**src/rtl/asteroid_hit_detector.sv**
```systemverilog
// Scans the asteroid table once per frame tick for a bullet overlap.
// Optional SHIP_COLLISION_EN adds a ship box test and ship_hit output.
module asteroid_hit_detector #(
  parameter int ASTEROID_COUNT = 4,
  parameter int ENTITY_SIZE    = 34,
  parameter int ADDR_W         = 2,
  parameter int ASTEROID_W     = 16,
  parameter int POINTS         = 10
) (
  input  logic                                 clk,
  input  logic                                 reset_n,
  input  logic                                 start,
  input  logic [ASTEROID_COUNT*ENTITY_SIZE-1:0] asteroids_data,
  input  logic                                 bullet_valid,
  input  logic [9:0]                           bullet_x,
  input  logic [9:0]                           bullet_y,
`ifdef SHIP_COLLISION_EN
  input  logic [9:0]                           ship_x,
  input  logic [9:0]                           ship_y,
  output logic                                 ship_hit,
`endif
  output logic                                 busy,
  output logic                                 done,
  output logic                                 delete_asteroid,
  output logic [ADDR_W-1:0]                    asteroid_address,
  output logic                                 bullet_consume,
  output logic [15:0]                          score
);

  typedef enum logic [1:0] {IDLE, SCAN, HIT, DONE} state_t;

  localparam int AST_BITS = ASTEROID_COUNT * ENTITY_SIZE;
  localparam logic [ADDR_W-1:0] LAST = ADDR_W'(ASTEROID_COUNT - 1);

  state_t                state_q, state_d;
  logic [AST_BITS-1:0]   ast_q, ast_d;
  logic                  bv_q, bv_d;
  logic [9:0]            bx_q, bx_d;
  logic [9:0]            by_q, by_d;
  logic [ADDR_W-1:0]     idx_q, idx_d;
  logic [ADDR_W-1:0]     hit_idx_q, hit_idx_d;
  logic                  busy_q, busy_d;
  logic                  done_q, done_d;
  logic                  del_q, del_d;
  logic                  cons_q, cons_d;
  logic [ADDR_W-1:0]     addr_q, addr_d;
  logic [15:0]           score_q, score_d;

  logic [ENTITY_SIZE-1:0] ent_arr [ASTEROID_COUNT];
  logic [ENTITY_SIZE-1:0] ent;
  logic [10:0]            ex, ey;
  logic                   bullet_hit;
  logic [16:0]            score_sum;
  logic [15:0]            score_sat;
  logic                   unused_bits;

`ifdef SHIP_COLLISION_EN
  localparam int SHIP_W = 16;
  logic [9:0] sx_q, sx_d;
  logic [9:0] sy_q, sy_d;
  logic       found_q, found_d;
  logic       ship_any_q, ship_any_d;
  logic       ship_hit_q, ship_hit_d;
  logic       ship_ov;
`endif

  // Unpack the snapshot into per-entry slots and select the current one
  always_comb begin
    for (int i = 0; i < ASTEROID_COUNT; i++) begin
      ent_arr[i] = ast_q[i*ENTITY_SIZE +: ENTITY_SIZE];
    end
    ent = ent_arr[idx_q];
  end

  assign ex = {1'b0, ent[15:6]};
  assign ey = {1'b0, ent[25:16]};
  assign unused_bits = ^{ent[32:26], ent[5:0]};

  assign bullet_hit = ent[33] && bv_q
    && ({1'b0, bx_q} >= ex)
    && ({1'b0, bx_q} <= ex + 11'(ASTEROID_W - 1))
    && ({1'b0, by_q} >= ey)
    && ({1'b0, by_q} <= ey + 11'(ASTEROID_W - 1));

`ifdef SHIP_COLLISION_EN
  assign ship_ov = ent[33]
    && (ex <= {1'b0, sx_q} + 11'(SHIP_W - 1))
    && ({1'b0, sx_q} <= ex + 11'(ASTEROID_W - 1))
    && (ey <= {1'b0, sy_q} + 11'(SHIP_W - 1))
    && ({1'b0, sy_q} <= ey + 11'(ASTEROID_W - 1));
`endif

  assign score_sum = {1'b0, score_q} + 17'(POINTS);
  assign score_sat = score_sum[16] ? 16'hFFFF : score_sum[15:0];

  // Next-state and registered-output computation
  always_comb begin
    state_d   = state_q;
    ast_d     = ast_q;
    bv_d      = bv_q;
    bx_d      = bx_q;
    by_d      = by_q;
    idx_d     = idx_q;
    hit_idx_d = hit_idx_q;
    done_d    = 1'b0;
    del_d     = 1'b0;
    cons_d    = 1'b0;
    addr_d    = addr_q;
    score_d   = score_q;
`ifdef SHIP_COLLISION_EN
    sx_d       = sx_q;
    sy_d       = sy_q;
    found_d    = found_q;
    ship_any_d = ship_any_q;
    ship_hit_d = 1'b0;
`endif
    unique case (state_q)
      IDLE: begin
        if (start) begin
          ast_d   = asteroids_data;
          bv_d    = bullet_valid;
          bx_d    = bullet_x;
          by_d    = bullet_y;
          idx_d   = '0;
          state_d = SCAN;
`ifdef SHIP_COLLISION_EN
          sx_d       = ship_x;
          sy_d       = ship_y;
          found_d    = 1'b0;
          ship_any_d = 1'b0;
`endif
        end
      end
      SCAN: begin
`ifdef SHIP_COLLISION_EN
        if (bullet_hit && !found_q) begin
          found_d   = 1'b1;
          hit_idx_d = idx_q;
        end
        ship_any_d = ship_any_q | ship_ov;
        if (idx_q == LAST) begin
          if (found_d) begin
            state_d = HIT;
            del_d   = 1'b1;
            cons_d  = 1'b1;
            addr_d  = hit_idx_d;
            score_d = score_sat;
          end else begin
            state_d    = DONE;
            done_d     = 1'b1;
            ship_hit_d = ship_any_d;
          end
        end else begin
          idx_d = idx_q + ADDR_W'(1);
        end
`else
        if (bullet_hit) begin
          hit_idx_d = idx_q;
          state_d   = HIT;
          del_d     = 1'b1;
          cons_d    = 1'b1;
          addr_d    = idx_q;
          score_d   = score_sat;
        end else if (idx_q == LAST) begin
          state_d = DONE;
          done_d  = 1'b1;
        end else begin
          idx_d = idx_q + ADDR_W'(1);
        end
`endif
      end
      HIT: begin
        state_d = DONE;
        done_d  = 1'b1;
`ifdef SHIP_COLLISION_EN
        ship_hit_d = ship_any_q;
`endif
      end
      DONE: begin
        state_d = IDLE;
      end
      default: state_d = IDLE;
    endcase
    busy_d = (state_d != IDLE);
  end

  // State and output registers with synchronous active-low reset
  always_ff @(posedge clk) begin
    if (!reset_n) begin
      state_q   <= IDLE;
      ast_q     <= '0;
      bv_q      <= 1'b0;
      bx_q      <= '0;
      by_q      <= '0;
      idx_q     <= '0;
      hit_idx_q <= '0;
      busy_q    <= 1'b0;
      done_q    <= 1'b0;
      del_q     <= 1'b0;
      cons_q    <= 1'b0;
      addr_q    <= '0;
      score_q   <= '0;
`ifdef SHIP_COLLISION_EN
      sx_q       <= '0;
      sy_q       <= '0;
      found_q    <= 1'b0;
      ship_any_q <= 1'b0;
      ship_hit_q <= 1'b0;
`endif
    end else begin
      state_q   <= state_d;
      ast_q     <= ast_d;
      bv_q      <= bv_d;
      bx_q      <= bx_d;
      by_q      <= by_d;
      idx_q     <= idx_d;
      hit_idx_q <= hit_idx_d;
      busy_q    <= busy_d;
      done_q    <= done_d;
      del_q     <= del_d;
      cons_q    <= cons_d;
      addr_q    <= addr_d;
      score_q   <= score_d;
`ifdef SHIP_COLLISION_EN
      sx_q       <= sx_d;
      sy_q       <= sy_d;
      found_q    <= found_d;
      ship_any_q <= ship_any_d;
      ship_hit_q <= ship_hit_d;
`endif
    end
  end

  assign busy             = busy_q;
  assign done             = done_q;
  assign delete_asteroid  = del_q;
  assign bullet_consume   = cons_q;
  assign asteroid_address = addr_q;
  assign score            = score_q;
`ifdef SHIP_COLLISION_EN
  assign ship_hit = ship_hit_q;
`endif

endmodule

```
**config.mk**
```make
export PLATFORM = sky130hd
export DESIGN_NAME = asteroid_hit_detector
export DESIGN_NICKNAME = d
export VERILOG_FILES = /design/src/rtl/asteroid_hit_detector.sv
export SDC_FILE = /design/constraint.sdc
export NUM_CORES = 1
export LEC_CHECK = 0
export CAP_MARGIN = 30
export CORE_AREA = 4 4 135 137
export DETAILED_ROUTE_END_ITERATION = 12
export DIE_AREA = 0 0 139 141
export GPL_TIMING_DRIVEN = 0
export HOLD_SLACK_MARGIN = 0.15
export PLACE_DENSITY_LB_ADDON = 0.15
export SYNTH_ARGS = -nofsm -noshare
export SYNTH_HDL_FRONTEND = slang
export SYNTH_SLANG_ARGS = --single-unit
```
**constraint.sdc**
```tcl
create_clock -name clk -period 9.75 [get_ports clk]
set_clock_uncertainty 0.15 [all_clocks]
set_input_delay 1.95 -clock clk [delete_from_list [all_inputs] [get_ports clk]]
set_output_delay 1.95 -clock clk [all_outputs]
set_load 0.005 [all_outputs]
```
==> results.cfg, run 1 <==
[outcome]
status = finished, final reports clean

[layout]
final_util_pct = 52.1
drive_above_1_share_pct = 6.90
nNetsFinal = 1153
diodes = 0
finalInstanceArea_um2 = 8890
areaGrowthSynthToFinish_pct = 32.6
fill_cells = 1676

[sta]
relSlewSlack_pct = 48.7
final_max_slew_viol_count = 0
worst_pin_slew_ns = 0.762
setup_viol = 0
grt_setup_unrepaired = no
fmax_ghz = 0.195
hold_ws_ns = 0.300
hold_viol = 0
finalSetupTns_ns = 0
post-route-period-util_pct = 52.5
fin_crit_ns = 5.12

[clocking]
cts_sinks = 130
clk_latency_ns = 0.42
path_clk_slew_ns = 0.06
clockRootBuffer = clkbuf_16
postCtsSetupBuffers = 0
htreeDepth = 4
cts_buffers = 17
cts_tree = done
cts_buffer_depth = 2
hold_buffers = 0
ctsResizeCount = 0

[global_route]
grt_max_degree = 17
grt_use_total_pct = 19.9
antenna_found_initial = 0
grt_pass1_wl_um = 30900
first_global_vias = 5940
grt-ovfl-total = 0

[pwr]
finalPower_mw = 2.05
ir_drop_mv = 0.128
pwr_density_cell_nw_per_um2 = 230
power_leakage_nw = 3.38

[critical_path]
timing.rr.end = score[6]$_SDFFE_PN0P_
rr_worst_depth = 16
worstPathArrival_ns = 5.24
crit_type = reg2reg
cp-start-kind = register
crit_path_max_fanout = 10
reg2reg_slack_ns = 4.63
cp.required_ns = 9.87
timing.rr.start = idx_q[0]$_SDFFE_PN0P_
end_kind = register
crit_start = idx_q[0]$_SDFFE_PN0P_

[synth]
syn_inst = 798
yosysTopAreaCell = dfxtp_1
seq_area_frac_synth_pct = 38.8
synth_cell_types = 57
synth_edf_count = 0
syn_nets = 1005
yosys-top-cells-area = dfxtp_1, nand2_1, a21oi_1, ha_1, mux4_2
yosysTopAreaCellShare_pct = 38.8
ys_async_sr_fraction_pct = 0
synthesis.area_um2 = 6700
avgSynthCellArea_um2 = 8.40
ys_ff_latch = 130
yosysWarnings = 0
synthFlopType = dfxtp_1

[die]
io_pins = 182
initial_core_util_pct = 39.3
fp-row-count = 48
die_w_um = 139
die_area_um2 = 19600
fp.dieH_um = 141
core_um2 = 17100

[place]
placed_area_um2 = 8280
port_buffers = 129
dp_hpwl_um = 15000
place_congestion = 0.869

[hold_path]
worstHoldStart = ast_q[115]$_SDFFE_PN0P_
min_path_type = reg2reg
whs_path_depth = 2
whs_endpoint = ast_q[115]$_SDFFE_PN0P_

[routing]
drt_first_pass_iters = 5
wl_per_cell_um = 16.4
wirelength_um = 19300
drc_errors = 0
postRouteAntennaNets = 0
drt-vias-per-instance = 5.16
dr.first_iter.drc_count = 379
num_vias = 6097

[run]
cap_violations = 0
==> routing by layer <==
layer | track usage [%] | wire, um
met1 | 27.3 | 9080
met3 | 3.73 | 874
met4 | 5.36 | 246
met2 | 32.3 | 9140
met5 | 0 | 0
==> state kept, by name, indices dropped and copies added, names as in the netlist <==
register	cells
ast_q	84
asteroid_address	2
bullet_consume	1
busy	1
bv_q	1
bx_q	10
by_q	10
done	1
idx_q	2
score	16
state_q	2
==> power breakdown <==
part / switching (mW) / total, mW / internal [mW] / leakage (nW)
Combinational: 0.413 / 0.710 / 0.298 / 2.02
Sequential: 0.0526 / 0.668 / 0.615 / 1.06
Clock: 0.234 / 0.671 / 0.437 / 0.298
Total: 0.699 / 2.05 / 1.35 / 3.38
==> cells in the final DEF (no fill, tap or decap), types with 6 or more instances in the layout <==
cell type / count
mux4_1: 7
xnor2_1: 16
clkbuf_1: 31
o21ai_0: 10
buf_1: 9
nand4_1: 8
nor2_1: 20
a21oi_1: 131
ha_1: 47
clkbuf_16: 17
inv_1: 31
clkdlybuf4s50_1: 129
nand2_1: 235
mux4_2: 14
nand3_1: 8
dfxtp_1: 130
a21o_1: 7
nor3_1: 6
==> worst max-delay path, cell delays in order (launching register included) <==
cell	delay, ns
dfxtp_1	0.34
buf_4	0.20
buf_2	0.29
buf_4	0.26
mux4_2	0.57
inv_1	0.11
ha_1	0.21
inv_1	0.08
o311a_4	0.39
xnor2_1	0.19
ha_1	0.29
a211oi_1	0.25
o21ai_0	0.11
o31ai_1	0.64
o211ai_4	0.25
nor2_1	0.46
a311oi_1	0.16
==> synth_stat cells (5+ instances only) <==
master	number
mux4_1	7
and3_1	5
a21o_1	7
nand2_1	235
ha_1	47
xnor2_1	16
o21ai_0	10
nor3_1	6
and2_1	5
and4_1	5
nor2_1	20
nand4_1	8
dfxtp_1	130
mux4_2	14
a21oi_1	131
nand3_1	8
inv_1	31
a311oi_1	5
buf_1	9
clkbuf_1	30
==> how the worst max path moves through the flow <==
stage                                  end  slack [ns]  cells after the start
floorplan           score[15]$_SDFFE_PN0P_        5.62                     17
global placement     score[9]$_SDFFE_PN0P_        4.67                     16
detailed placement   score[9]$_SDFFE_PN0P_        4.69                     16
CTS                  score[9]$_SDFFE_PN0P_        4.64                     16
global route         score[9]$_SDFFE_PN0P_        4.39                     16
finish               score[6]$_SDFFE_PN0P_        4.63                     16
==> through the flow <==
stage | worst slack [ns] | cells
2_1_floorplan | 5.62 | 798
3_3_place_gp | 4.67 | 1152
3_5_place_dp | 4.69 | 1152
4_1_cts | 4.64 | 1182
5_1_grt | 4.39 | 1182
6_report | 4.63 | 1182
==> kinds of logic (layout without fill, tap and decap cells) <==
family	after synthesis	count (layout)	share of synthesized area [%]
xor gates and xnor gates	16	16	2.09
AOI/OAI and AO/OA	196	196	18.2
DFF	130	130	38.8
muxes	21	21	7.45
buffers and inverters	84	243	5.66
and+or+nand+nor	304	304	19.0
adders and majority gates	47	47	8.77
==> area by class of cell <==
| type | instances | area, um2 | area share, % |
|---|---|---|---|
| repair buffers | 129 | 1290 | 14.5 |
| flip-flops and latches | 130 | 2600 | 29.3 |
| inverters | 34 | 128 | 1.44 |
| clock inverters | 10 | 159 | 1.79 |
| plain buffers | 50 | 251 | 2.83 |
| well taps | 225 | 282 | 3.17 |
| clock buffers | 20 | 457 | 5.14 |
| multi-input cells | 584 | 3720 | 41.9 |
(Power assumes the default switching activity.)
==> run 2: changes to the inputs <==
- clock period: 9.75 -> 4.85 ns (I/O delays scaled with it)
==> run 2 against run 1 <==
Effect of this change:
- first-iteration DRC count is 4.7% lower
- die area stayed put
- combinational power is 100% higher
- largest cell class unchanged
==> results.cfg, run 2 (synthesis gave the netlist of run 1 again) <==
[outcome]
status = finished, final reports clean

[clocking]
clockRootBuffer = clkbuf_16
htreeDepth = 4
cts_sinks = 130
clk_latency_ns = 0.42
cts_buffers = 17
cts_tree = done
cts_buffer_depth = 2
path_clk_slew_ns = 0.05
hold_buffers = 0

[pwr]
power.internal_mw = 2.72
switchingPower_mw = 1.41
combPwrFrac_pct = 34.8
ir_drop_mv = 0.258
pwr_density_cell_nw_per_um2 = 464
power_leakage_nw = 3.38
clkPwrFrac_pct = 32.6
switching_share_pct = 34.1
p_seq_share_pct = 32.5
finalPower_mw = 4.13

[routing]
postRouteAntennaNets = 0
wl_per_cell_um = 16.3
wirelength_um = 19300
dr.first_iter.drc_count = 361
drt_first_pass_iters = 5
drc_errors = 0
drt-vias-per-instance = 5.18
num_vias = 6117

[critical_path]
cp.required_ns = 5.04
crit_type = reg2reg
crit_path_max_fanout = 19
end_kind = register
worstPathArrival_ns = 4.67
cp-start-kind = register

[global_route]
grt_use_total_pct = 19.9
antenna_found_initial = 0
first_global_vias = 5939
grt-ovfl-total = 0
grt_max_degree = 17
grt_pass1_wl_um = 30900

[sta]
worst_pin_slew_ns = 0.730
grt_setup_unrepaired = no
setup_viol = 0
post-route-period-util_pct = 92.4
setup_ws_ns = 0.368
final_max_slew_viol_count = 0
fin_crit_ns = 4.48
relSlewSlack_pct = 51.3
hold_viol = 0
fmax_ghz = 0.223

[die]
core_um2 = 17100
fp.dieH_um = 141
fp-row-count = 48
initial_core_util_pct = 39.3
die_w_um = 139
die_area_um2 = 19600
io_pins = 182

[layout]
drive_above_1_share_pct = 7.11
largest_register_ff_count = 84
regMostFlops = ast_q
fill_cells = 1674
final_util_pct = 52.2
mostFrequentLayoutCells = nand2_1, a21oi_1, dfxtp_1, clkdlybuf4s50_1, ha_1
final_cells = 1182
diodes = 0
areaGrowthSynthToFinish_pct = 32.8
nNetsFinal = 1153
final_common_cell = nand2_1

[place]
place_congestion = 0.869
dp_slack_ns = -0.209
dp_cells = 1152
dp_hpwl_um = 15000
port_buffers = 129

[run]
cap_violations = 0

[hold_path]
min_path_type = reg2reg
[run 2: power by group through the flow]
stage	logic, mW	clock network [mW]	registers (mW)
2_1_floorplan	1.01	0	1.33
3_3_place_gp	1.41	0	1.36
3_5_place_dp	1.42	0	1.36
4_1_cts	1.44	1.37	1.34
5_1_grt	1.62	1.42	1.36
6_report	1.44	1.35	1.34
[run 2: final timing paths]
path | depth (start not counted) | end | slack (ns) | start
worst min-delay path | 2 | ast_q[59]$_SDFFE_PN0P_ | 0.30 | ast_q[59]$_SDFFE_PN0P_
worst min register to register | 2 | ast_q[59]$_SDFFE_PN0P_ | 0.30 | ast_q[59]$_SDFFE_PN0P_
worst max-delay path | 17 | score[15]$_SDFFE_PN0P_ | 0.37 | idx_q[0]$_SDFFE_PN0P_
worst max register to register | 17 | score[15]$_SDFFE_PN0P_ | 0.37 | idx_q[0]$_SDFFE_PN0P_
[run 2: area by class of cell]
type                    count  area, um2  area share (%)
repair buffers            130       1300            14.6
clock inverters            10        159            1.79
flip-flops and latches    130       2600            29.2
plain buffers              49        246            2.77
multi-input cells         584       3730            41.9
clock buffers              20        457            5.13
well taps                 225        282            3.16
inverters                  34        128            1.43
[run 2: layer usage]
| layer | GRT usage (%) | part of all wire [%] | vias to the layer above |
|---|---|---|---|
| li1 | - | - | 3083 |
| met3 | 3.73 | 4.6 | 20 |
| met4 | 5.36 | 1.4 | 0 |
| met1 | 27.3 | 47 | 2868 |
| met5 | 0 | 0 | - |
| met2 | 32.3 | 47 | 146 |
[run 2: per-stage QoR]
stage,area [um2],TNS [ns],hold WS (ns)
detailed placement,8280,-1.92,0.294
finish,8900,0,0.300
CTS,8900,0,0.302
global placement,8280,-2.24,0.290
global route,8900,0,0.317
floorplan,6700,0,0.282
[run 2: worst max-delay path, stage by stage (launching register included)]
cell	delay [ns]
dfxtp_1	0.34
buf_4	0.27
buf_4	0.26
mux4_2	0.57
inv_1	0.11
ha_1	0.21
inv_1	0.08
o311a_4	0.39
xnor2_1	0.18
ha_1	0.29
a211oi_1	0.26
o21ai_0	0.14
o31ai_2	0.24
buf_4	0.18
o211a_1	0.18
buf_2	0.23
a31oi_1	0.12
a211oi_2	0.20
[run 2: timing repair]
action	in CTS	in global routing
pin swaps	0	1
setup endpoints to repair	22	22
gates resized for setup	2	0
buffers inserted	0	1
==> run 3: changes to the inputs <==
- ABC_CLOCK_PERIOD_IN_PS: default -> 3900
- clock period: 4.85 -> 3.9 ns (I/O delays scaled with it)
==> run 3 against run 2 <==
Effect of this change:
- first-iteration DRC count grew 18%
- worst hold slack gained 0.00094 ns
- clock-buffer cell count grew 1
- register-to-register slack lost 0.35 ns
- die area is the same
- core utilization grew 1.7 points
- critical path depth shrank 1
- sequential power grew 25%
- global-route usage grew 0.34 points
- critical path type unchanged
- largest cell class unchanged
- largest power group unchanged
==> results.cfg, run 3 (synthesis gave the netlist of run 1 again) <==
[outcome]
status = finished, final reports clean

[sta]
hold_ws_ns = 0.301
setup_ws_ns = 0.0172
finalSetupTns_ns = 0
post-route-period-util_pct = 99.6
grt_setup_unrepaired = yes
hold_viol = 0
fin_crit_ns = 3.88
relSlewSlack_pct = 51.1
worst_pin_slew_ns = 0.734
final_max_slew_viol_count = 0
setup_viol = 0
fmax_ghz = 0.258

[layout]
nNetsFinal = 1171
seqCellArea_um2 = 2610
final_util_pct = 53.9
final_common_cell = nand2_1
finalInstanceArea_um2 = 9200
mostFrequentLayoutCells = nand2_1, a21oi_1, clkdlybuf4s50_1, dfxtp_1, ha_1
diodes = 0
areaGrowthSynthToFinish_pct = 37.2
multi_input_area_um2 = 3870
largest_register_ff_count = 84
fill_cells = 1669
regMostFlops = ast_q
drive_above_1_share_pct = 11.7

[pwr]
power_leakage_nw = 3.50
ir_drop_mv = 0.316
pwr_density_cell_nw_per_um2 = 580

[global_route]
grt_pass1_wl_um = 31300
grt-ovfl-total = 0
grt_max_degree = 17
first_global_vias = 5970
antenna_found_initial = 0
grt_use_total_pct = 20.2

[routing]
postRouteAntennaNets = 0
wirelength_um = 20300
drt-vias-per-instance = 5.22
drt_first_pass_iters = 5
drc_errors = 0
dr.first_iter.drc_count = 426
wl_per_cell_um = 16.9
num_vias = 6265

[die]
die_w_um = 139
fp.dieH_um = 141
fp-row-count = 48
initial_core_util_pct = 39.3
io_pins = 182
die_area_um2 = 19600
core_um2 = 17100

[place]
dp_slack_ns = -0.710
place_congestion = 0.880
port_buffers = 129
dp_hpwl_um = 15100
placed_area_um2 = 8290

[clocking]
path_clk_slew_ns = 0.06
cts_buffer_depth = 2
cts_buffers = 17
clockRootBuffer = clkbuf_16
clk_latency_ns = 0.42
cts_sinks = 130
htreeDepth = 4
hold_buffers = 0
cts_tree = done

[hold_path]
min_path_type = reg2reg

[critical_path]
crit_type = reg2reg
cp.required_ns = 4.05
cp-start-kind = register
worstPathArrival_ns = 4.03
crit_path_max_fanout = 7
end_kind = register

[run]
cap_violations = 0
-- run 3: cell count changes in the layout (fill, tap and decap cells not counted), sizes merged --
cell and change:
buf +18, clkbuf +1, clkinv +1, clkinvlp -1
-- run 3: what timing repair did --
action / 4_1_cts / 5_1_grt
gates cloned: 0 / 1
pin swaps: 12 / 20
endpoints found under the hold margin: 0 / 0
setup endpoints to repair: 25 / 24
setup buffers: 13 / 9
resized for setup: 22 / 24
-- run 3: final cells by class --
cell class,count,area share (%)
multi-input cells,584,42.0
flip-flops and latches,130,28.3
repair buffers,151,15.8
clock buffers,21,5.11
well taps,225,3.06
plain buffers,46,2.50
clock inverters,10,1.70
inverters,34,1.39
-- run 3: per-stage QoR --
step	instances	power, mW
global route	1201	5.66
detailed placement	1152	3.49
finish	1201	5.33
global placement	1152	3.47
CTS	1194	5.27
floorplan	798	2.92
-- run 3: worst max-delay path, cell delays in order, from the launching register on --
cell,delay [ns]
dfxtp_4,0.40
mux4_2,0.57
inv_2,0.11
ha_4,0.15
inv_2,0.04
o311a_4,0.40
nand3_4,0.07
xnor2_2,0.07
ha_1,0.32
o21ai_1,0.10
a21oi_1,0.19
o32a_1,0.20
o31ai_4,0.12
or2_1,0.24
buf_6,0.14
a2111oi_4,0.36
o22ai_1,0.13
-- run 3: path summary, 6_finish.rpt --
path | endpoint | cells after the start | startpoint | slack [ns]
setup / recovery | busy$_SDFF_PN0_ | 16 | idx_q[0]$_SDFFE_PN0P_ | 0.02
hold / removal | ast_q[50]$_SDFFE_PN0P_ | 2 | ast_q[50]$_SDFFE_PN0P_ | 0.30
setup reg to reg | busy$_SDFF_PN0_ | 16 | idx_q[0]$_SDFFE_PN0P_ | 0.02
hold reg to reg | ast_q[50]$_SDFFE_PN0P_ | 2 | ast_q[50]$_SDFFE_PN0P_ | 0.30
-- run 3: per-layer routing --
| metal | track usage [%] | up-vias | part of all wire (%) |
|---|---|---|---|
| met5 | 0 | - | 0 |
| met4 | 5.61 | 0 | 1.6 |
| met3 | 4.38 | 29 | 5.4 |
| met2 | 32.2 | 204 | 46 |
| met1 | 27.9 | 2921 | 47 |
| li1 | - | 3111 | - |
-- run 3: power by group --
group / leakage [nW] / switching, mW / internal (mW)
logic: 2.13 / 1.12 / 0.834
clock network: 0.309 / 0.584 / 1.11
registers: 1.07 / 0.145 / 1.54
